[src/rtl/ddram_pixel_writer.sv]
// rtl/ddram_pixel_writer.sv - write-combining DDRAM write stage
// Merges half-qword pixel writes into full qwords and queues them toward DDRAM.
module ddram_pixel_writer #(
  parameter int FIFO_DEPTH   = 16,
  parameter int FLUSH_CYCLES = 64
) (
  input  logic                         CLK_VIDEO,
  input  logic                         reset,
  input  logic                         in_we,
  input  logic [28:0]                  in_addr,
  input  logic [7:0]                   in_be,
  input  logic [63:0]                  in_din,
  input  logic                         flush,
  output logic                         DDRAM_CLK,
  input  logic                         DDRAM_BUSY,
  output logic [7:0]                   DDRAM_BURSTCNT,
  output logic [28:0]                  DDRAM_ADDR,
  output logic [63:0]                  DDRAM_DIN,
  output logic [7:0]                   DDRAM_BE,
  output logic                         DDRAM_WE,
  output logic                         DDRAM_RD,
  output logic [$clog2(FIFO_DEPTH):0]  fifo_level,
  output logic                         overflow,
  output logic                         idle
);

  localparam int AW = $clog2(FIFO_DEPTH);

  typedef struct packed {
    logic [28:0] addr;
    logic [7:0]  be;
    logic [63:0] data;
  } qword_t;

  logic          pend_valid_q, pend_valid_d;
  qword_t        pend_q, pend_d;
  logic          flush_req_q, flush_req_d;
  logic [7:0]    idle_cnt_q, idle_cnt_d;
  logic [AW:0]   wr_ptr_q, wr_ptr_d;
  logic [AW:0]   rd_ptr_q, rd_ptr_d;
  qword_t        out_q, out_d;
  logic          out_we_q, out_we_d;
  logic          overflow_q, overflow_d;
  qword_t        mem_q [FIFO_DEPTH];

  logic          acc;
  qword_t        in_qw;
  qword_t        merged;
  logic          push;
  qword_t        push_qw;
  logic          flush_now;
  logic [8:0]    idle_inc;
  logic [AW:0]   level;
  logic          fifo_empty;
  logic          fifo_full;
  logic          out_ld;
  logic          pop;
  logic          push_ok;

  // Pending-register resolution; at most one push per cycle, in priority order.
  always_comb begin
    acc          = in_we & (|in_be);
    in_qw.addr   = in_addr;
    in_qw.be     = in_be;
    in_qw.data   = in_din;
    merged       = pend_q;
    merged.be    = pend_q.be | in_be;
    for (int b = 0; b < 8; b++) begin
      if (in_be[b]) merged.data[8*b +: 8] = in_din[8*b +: 8];
    end
    push         = 1'b0;
    push_qw      = pend_q;
    pend_valid_d = pend_valid_q;
    pend_d       = pend_q;

    if (acc) begin
      if (pend_valid_q && (in_addr != pend_q.addr)) begin
        push    = 1'b1;
        push_qw = pend_q;
        pend_d  = in_qw;
      end else if (pend_valid_q) begin
        pend_d = merged;
      end else begin
        pend_valid_d = 1'b1;
        pend_d       = in_qw;
      end
    end

    if (!push && pend_valid_d && (pend_d.be == 8'hFF)) begin
      push         = 1'b1;
      push_qw      = pend_d;
      pend_valid_d = 1'b0;
    end

    // A flush that coincides with a write is held over to act on the result.
    flush_now   = flush_req_q | (flush & ~acc);
    flush_req_d = flush_req_q | flush;
    if (flush_now && !push) begin
      if (pend_valid_d) begin
        push         = 1'b1;
        push_qw      = pend_d;
        pend_valid_d = 1'b0;
      end
      flush_req_d = flush & acc;
    end

    idle_inc   = {1'b0, idle_cnt_q} + 9'd1;
    idle_cnt_d = '0;
    if (!acc && pend_valid_d) begin
      if (idle_inc >= 9'(FLUSH_CYCLES)) begin
        if (!push) begin
          push         = 1'b1;
          push_qw      = pend_d;
          pend_valid_d = 1'b0;
        end else begin
          idle_cnt_d = 8'(FLUSH_CYCLES);
        end
      end else begin
        idle_cnt_d = idle_inc[7:0];
      end
    end
  end

  assign level      = wr_ptr_q - rd_ptr_q;
  assign fifo_empty = (level == '0);
  assign fifo_full  = (level == (AW+1)'(FIFO_DEPTH));

  always_comb begin
    out_ld     = ~out_we_q | ~DDRAM_BUSY;
    pop        = out_ld & ~fifo_empty;
    push_ok    = push & (~fifo_full | pop);
    overflow_d = overflow_q | (push & fifo_full & ~pop);
    wr_ptr_d   = wr_ptr_q + {{AW{1'b0}}, push_ok};
    rd_ptr_d   = rd_ptr_q + {{AW{1'b0}}, pop};
    out_we_d   = out_we_q;
    out_d      = out_q;
    if (out_ld) begin
      out_we_d = ~fifo_empty;
      if (!fifo_empty) out_d = mem_q[rd_ptr_q[AW-1:0]];
    end
  end

  always_ff @(posedge CLK_VIDEO) begin
    if (reset) begin
      pend_valid_q <= 1'b0;
      pend_q       <= '0;
      flush_req_q  <= 1'b0;
      idle_cnt_q   <= '0;
      wr_ptr_q     <= '0;
      rd_ptr_q     <= '0;
      out_q        <= '0;
      out_we_q     <= 1'b0;
      overflow_q   <= 1'b0;
    end else begin
      pend_valid_q <= pend_valid_d;
      pend_q       <= pend_d;
      flush_req_q  <= flush_req_d;
      idle_cnt_q   <= idle_cnt_d;
      wr_ptr_q     <= wr_ptr_d;
      rd_ptr_q     <= rd_ptr_d;
      out_q        <= out_d;
      out_we_q     <= out_we_d;
      overflow_q   <= overflow_d;
    end
  end

  always_ff @(posedge CLK_VIDEO) begin
    if (push_ok) mem_q[wr_ptr_q[AW-1:0]] <= push_qw;
  end

  assign DDRAM_CLK      = CLK_VIDEO;
  assign DDRAM_BURSTCNT = 8'd1;
  assign DDRAM_RD       = 1'b0;
  assign DDRAM_ADDR     = out_q.addr;
  assign DDRAM_DIN      = out_q.data;
  assign DDRAM_BE       = out_q.be;
  assign DDRAM_WE       = out_we_q;
  assign fifo_level     = level;
  assign overflow       = overflow_q;
  assign idle           = ~pend_valid_q & fifo_empty & ~out_we_q;

endmodule

[config.mk]
export PLATFORM = sky130hd
export DESIGN_NAME = ddram_pixel_writer
export DESIGN_NICKNAME = d
export VERILOG_FILES = /design/src/rtl/ddram_pixel_writer.sv
export SDC_FILE = /design/constraint.sdc
export NUM_CORES = 2
export LEC_CHECK = 0
export BUFFER_PORTS_ARGS = -buffer_cell sky130_fd_sc_hd__buf_4
export CORE_MARGIN = 1
export CORE_UTILIZATION = 45
export CTS_CLUSTER_DIAMETER = 30
export CTS_CLUSTER_SIZE = 8
export DETAILED_ROUTE_END_ITERATION = 12
export SKIP_CTS_REPAIR_TIMING = 1
export SLEW_MARGIN = 20
export SYNTH_ARGS = -nofsm -noshare
export SYNTH_HDL_FRONTEND = slang
export SYNTH_SLANG_ARGS = --single-unit
[constraint.sdc]
create_clock -name CLK_VIDEO -period 6.1 [get_ports CLK_VIDEO]
set_input_delay 0.305 -clock CLK_VIDEO [delete_from_list [all_inputs] [get_ports CLK_VIDEO]]
set_output_delay 0.305 -clock CLK_VIDEO [all_outputs]
set_load 0.05 [all_outputs]
==> impl_metrics.csv <==
group,metric,value,unit
logic_synthesis,synth_area_leaders,"edfxtp_1 69%, mux4_2 16%, dfxtp_1 6.4%",
logic_synthesis,synthArstFlopShare,0,%
die,die_h,398,um
power,switchingPower,11.9,mW
sta,finalClockSkew,81.4,ps
global_routing,grt_pass1_vias,36900,
route,drt_wl_total,172000,um
critical_path,path_max_fanout,5,
cts,cts_tree,"done",
sta,tightest_slew,1140,ps
placed_design,routabilityCongestion,0.768,
sta,fmax,202,MHz
status,status,"completed",
placed_design,io_buffers,215,
route,vias,36200,
critical_path,endpoint,"idle",
global_routing,grt_first_pass_wirelength,251000,um
power,p_total,44.1,mW
power,p_clk_share,45.9,%
logic_synthesis,synth_edf_count,1616,
critical_path,end_kind,"output port",
logic_synthesis,synth_cell_type_count,47,
logic_synthesis,synth.top_cell.area_share,68.8,%
logic_synthesis,synth_flop_cell,"edfxtp_1",
die,num_io_pins,225,
global_routing,grt_remaining_overflow,0,
route,viasPerCell,5.59,
sta,min_period,4950,ps
power,power_leakage,30.3,nW
die,initial_core_util,45.5,%
critical_path,cp.arrival,4640,ps
sta,final_hold_viol_count,0,
power,power.internal,32.1,mW
logic_synthesis,synth_cells,3476,
sta,maxSlewHeadroom,23.4,%
sta,setup_tns,0,ps
logic_synthesis,synth.cell_area,70500,sq um
route,antenna_left,0,
route,drcViolationCount,0,
critical_path,cp_data_required_time,5790,ps
critical_path,startpoint_type,"flip-flop",
critical_path,rr_worst_depth,9,
cts,clk_pin_slew,50,ps
final_layout,area_growth,26.9,%
critical_path,reg2reg_to,"mem_q[7][53]",
hold_path,hp-class,"in -> reg",
critical_path,timing.rr.start,"merged[93]",
power,irDropWorstVdd,0.501,mV
global_routing,antenna_found_initial,8,
route,dr.first_iter.drc_count,3437,
die,fp-row-count,144,
cts,clk_latency,1050,ps
critical_path,rrSetupSlack,1160,ps
route,drt-wirelength-per-cell,26.6,um
die,core,155000,sq um
sta,drv_slew,0,
route,dr_wl_met2,81600,um
logic_synthesis,synth_most_common_cell,"edfxtp_1",
global_routing,grt_max_degree,141,
critical_path,cp-startpoint,"wr_ptr_q[0]",
logic_synthesis,avgSynthCellArea,20.3,sq um
power,p_comb_share,20.4,%
logic_synthesis,ys_ff_latch,1840,
route,dr.pass1.iters,7,
flow_run,cap_viol_max_count,0,
logic_synthesis,ys_seq_area_share,75.2,%
route,wl_met1,75500,um
sta,grt_setup_unrepaired,"false",
logic_synthesis,netlist_top_cells_count,"1,616 x edfxtp_1, 505 x mux4_2, 427 x nand2_1, 224 x dfxtp_1, 218 x a21oi_1",
final_layout,nNetsFinal,4263,
placed_design,dp_hpwl,94300,um
sta,final.period_utilization,81.1,%
route,highest_layer,"met5",
route,route.met3.wl,12600,um
power,switching_share,27.1,%
power,seq_power_share,33.6,%
final_layout,drive_above_1_share,34.2,%
critical_path,crit_type,"reg -> out",
die,dieArea,158000,sq um
global_routing,grt_usage,21.9,%
power,pwr_density_cell,493,nW/um^2
die,die_w,398,um
logic_synthesis,ys.warnings.count,0,
logic_synthesis,synth_area_leader_cell,"edfxtp_1",
sta,finalSetupViolations,0,
[stage by stage]
stage | hold slack (ps) | utilization (%) | setup slack (ps) | instances | instance area, sq um
final | 13.3 | 57.8 | 1150 | 6483 | 89500
after global placement | 439 | 48.5 | 1020 | 5630 | 75100
after detailed placement | 444 | 48.5 | 1060 | 5630 | 75100
after floorplan | 434 | - | 895 | 3485 | 70600
after global routing | 86.8 | 57.8 | 894 | 6483 | 89500
after CTS | -547 | 56.7 | 1130 | 6311 | 87700
[metal layers]
metal	GRT usage [%]	vias up
li1	-	15600
met1	31.6	19200
met2	33.6	1292
met3	5.19	223
met4	5.59	6
met5	0	-
[kinds of logic after synthesis]
group	Yosys count	share of synthesized area, %
xor gates and xnor gates	43	0.534
other	2	0.0107
DFF	1840	75.2
buffers and inverters	202	1.18
AOI/OAI and AO/OA	255	2.05
and+or+nand+nor	523	3.06
muxes	600	17.8
adders and majority gates	11	0.206
[power by group through the flow]
stage	logic (mW)	clock network, mW	registers, mW
floorplan	5.26	0.0353	16.0
global placement	9.02	0.0353	15.0
detailed placement	9.05	0.0353	15.0
CTS	9.07	20.5	14.8
global route	9.60	21.1	14.9
finish	9.00	20.2	14.8
[how the worst min path moves through the flow]
stage,depth (start not counted),end,slack [ps],from
6_report,5,pend_q[64],10,in_we
4_1_cts,3,pend_q[61],-550,in_din[61]
3_5_place_dp,2,pend_q[35],440,pend_q[35]
2_1_floorplan,2,pend_q[0],430,pend_q[0]
3_3_place_gp,2,pend_q[44],440,pend_q[44]
5_1_grt,5,pend_q[64],90,in_we
[sequential cells by signal, summed over array words and instances, names as in the netlist]
register and count:
DDRAM_ADDR 29, DDRAM_BE 8, DDRAM_DIN 64, DDRAM_WE 1, flush_req_q 1, idle_cnt_q 8, mem_q 1616, merged 29
overflow 1, pend_q 72, pend_valid_q 1, rd_ptr_q 5, wr_ptr_q 5
[final cells by class]
class | count | area, sq um
Fill cell | 11200 | 65300
Sequential cell | 1840 | 53000
Multi-Input combinational cell | 1443 | 16800
Clock buffer | 474 | 10300
Timing Repair Buffer | 460 | 4350
Tap cell | 2044 | 2560
Clock inverter | 208 | 2390
Inverter | 13 | 61.3
Antenna cell | 1 | 2.50
[worst max-delay path: stages, from the launching register on]
cell and delay, ps:
dfxtp_1 410, inv_1 160, ha_1 260, fa_1 480
inv_1 60, or3_1 400, or3_1 550, nor3_1 930
buf_4 350
[layout by cell type (no fill, tap or decap), types with 3 or more instances in the layout]
| master | netlist | final |
|---|---|---|
| nor2b_1 | 6 | 6 |
| dlygate4sd3_1 | 0 | 170 |
| conb_1 | 2 | 11 |
| clkinv_2 | 0 | 77 |
| nor2_1 | 26 | 26 |
| mux4_2 | 505 | 505 |
| nor4_1 | 5 | 5 |
| dfxtp_4 | 0 | 3 |
| mux2_2 | 71 | 71 |
| a31oi_1 | 4 | 4 |
| nand2_1 | 427 | 425 |
| buf_4 | 12 | 253 |
| a21oi_4 | 6 | 6 |
| clkinv_4 | 0 | 15 |
| clkinv_1 | 0 | 31 |
| clkbuf_8 | 0 | 15 |
| edfxtp_1 | 1616 | 1616 |
| mux2_4 | 22 | 22 |
| inv_1 | 13 | 11 |
| a32o_1 | 8 | 8 |
| nand3_1 | 10 | 10 |
| and3_1 | 24 | 8 |
| clkbuf_16 | 0 | 393 |
| dfxtp_1 | 224 | 221 |
| a21oi_1 | 218 | 217 |
| nor3_1 | 3 | 3 |
| nand4_1 | 9 | 9 |
| a21oi_2 | 2 | 3 |
| bufinv_16 | 0 | 49 |
| ha_1 | 10 | 10 |
| clkinvlp_4 | 0 | 31 |
| xor2_1 | 4 | 4 |
| xnor2_1 | 39 | 39 |
| inv_6 | 0 | 5 |
| nor4_2 | 3 | 3 |
| clkbuf_1 | 133 | 65 |
| o211ai_1 | 6 | 6 |
| buf_12 | 0 | 37 |
| and3_4 | 0 | 16 |
Power figures use the tool's default switching activity.
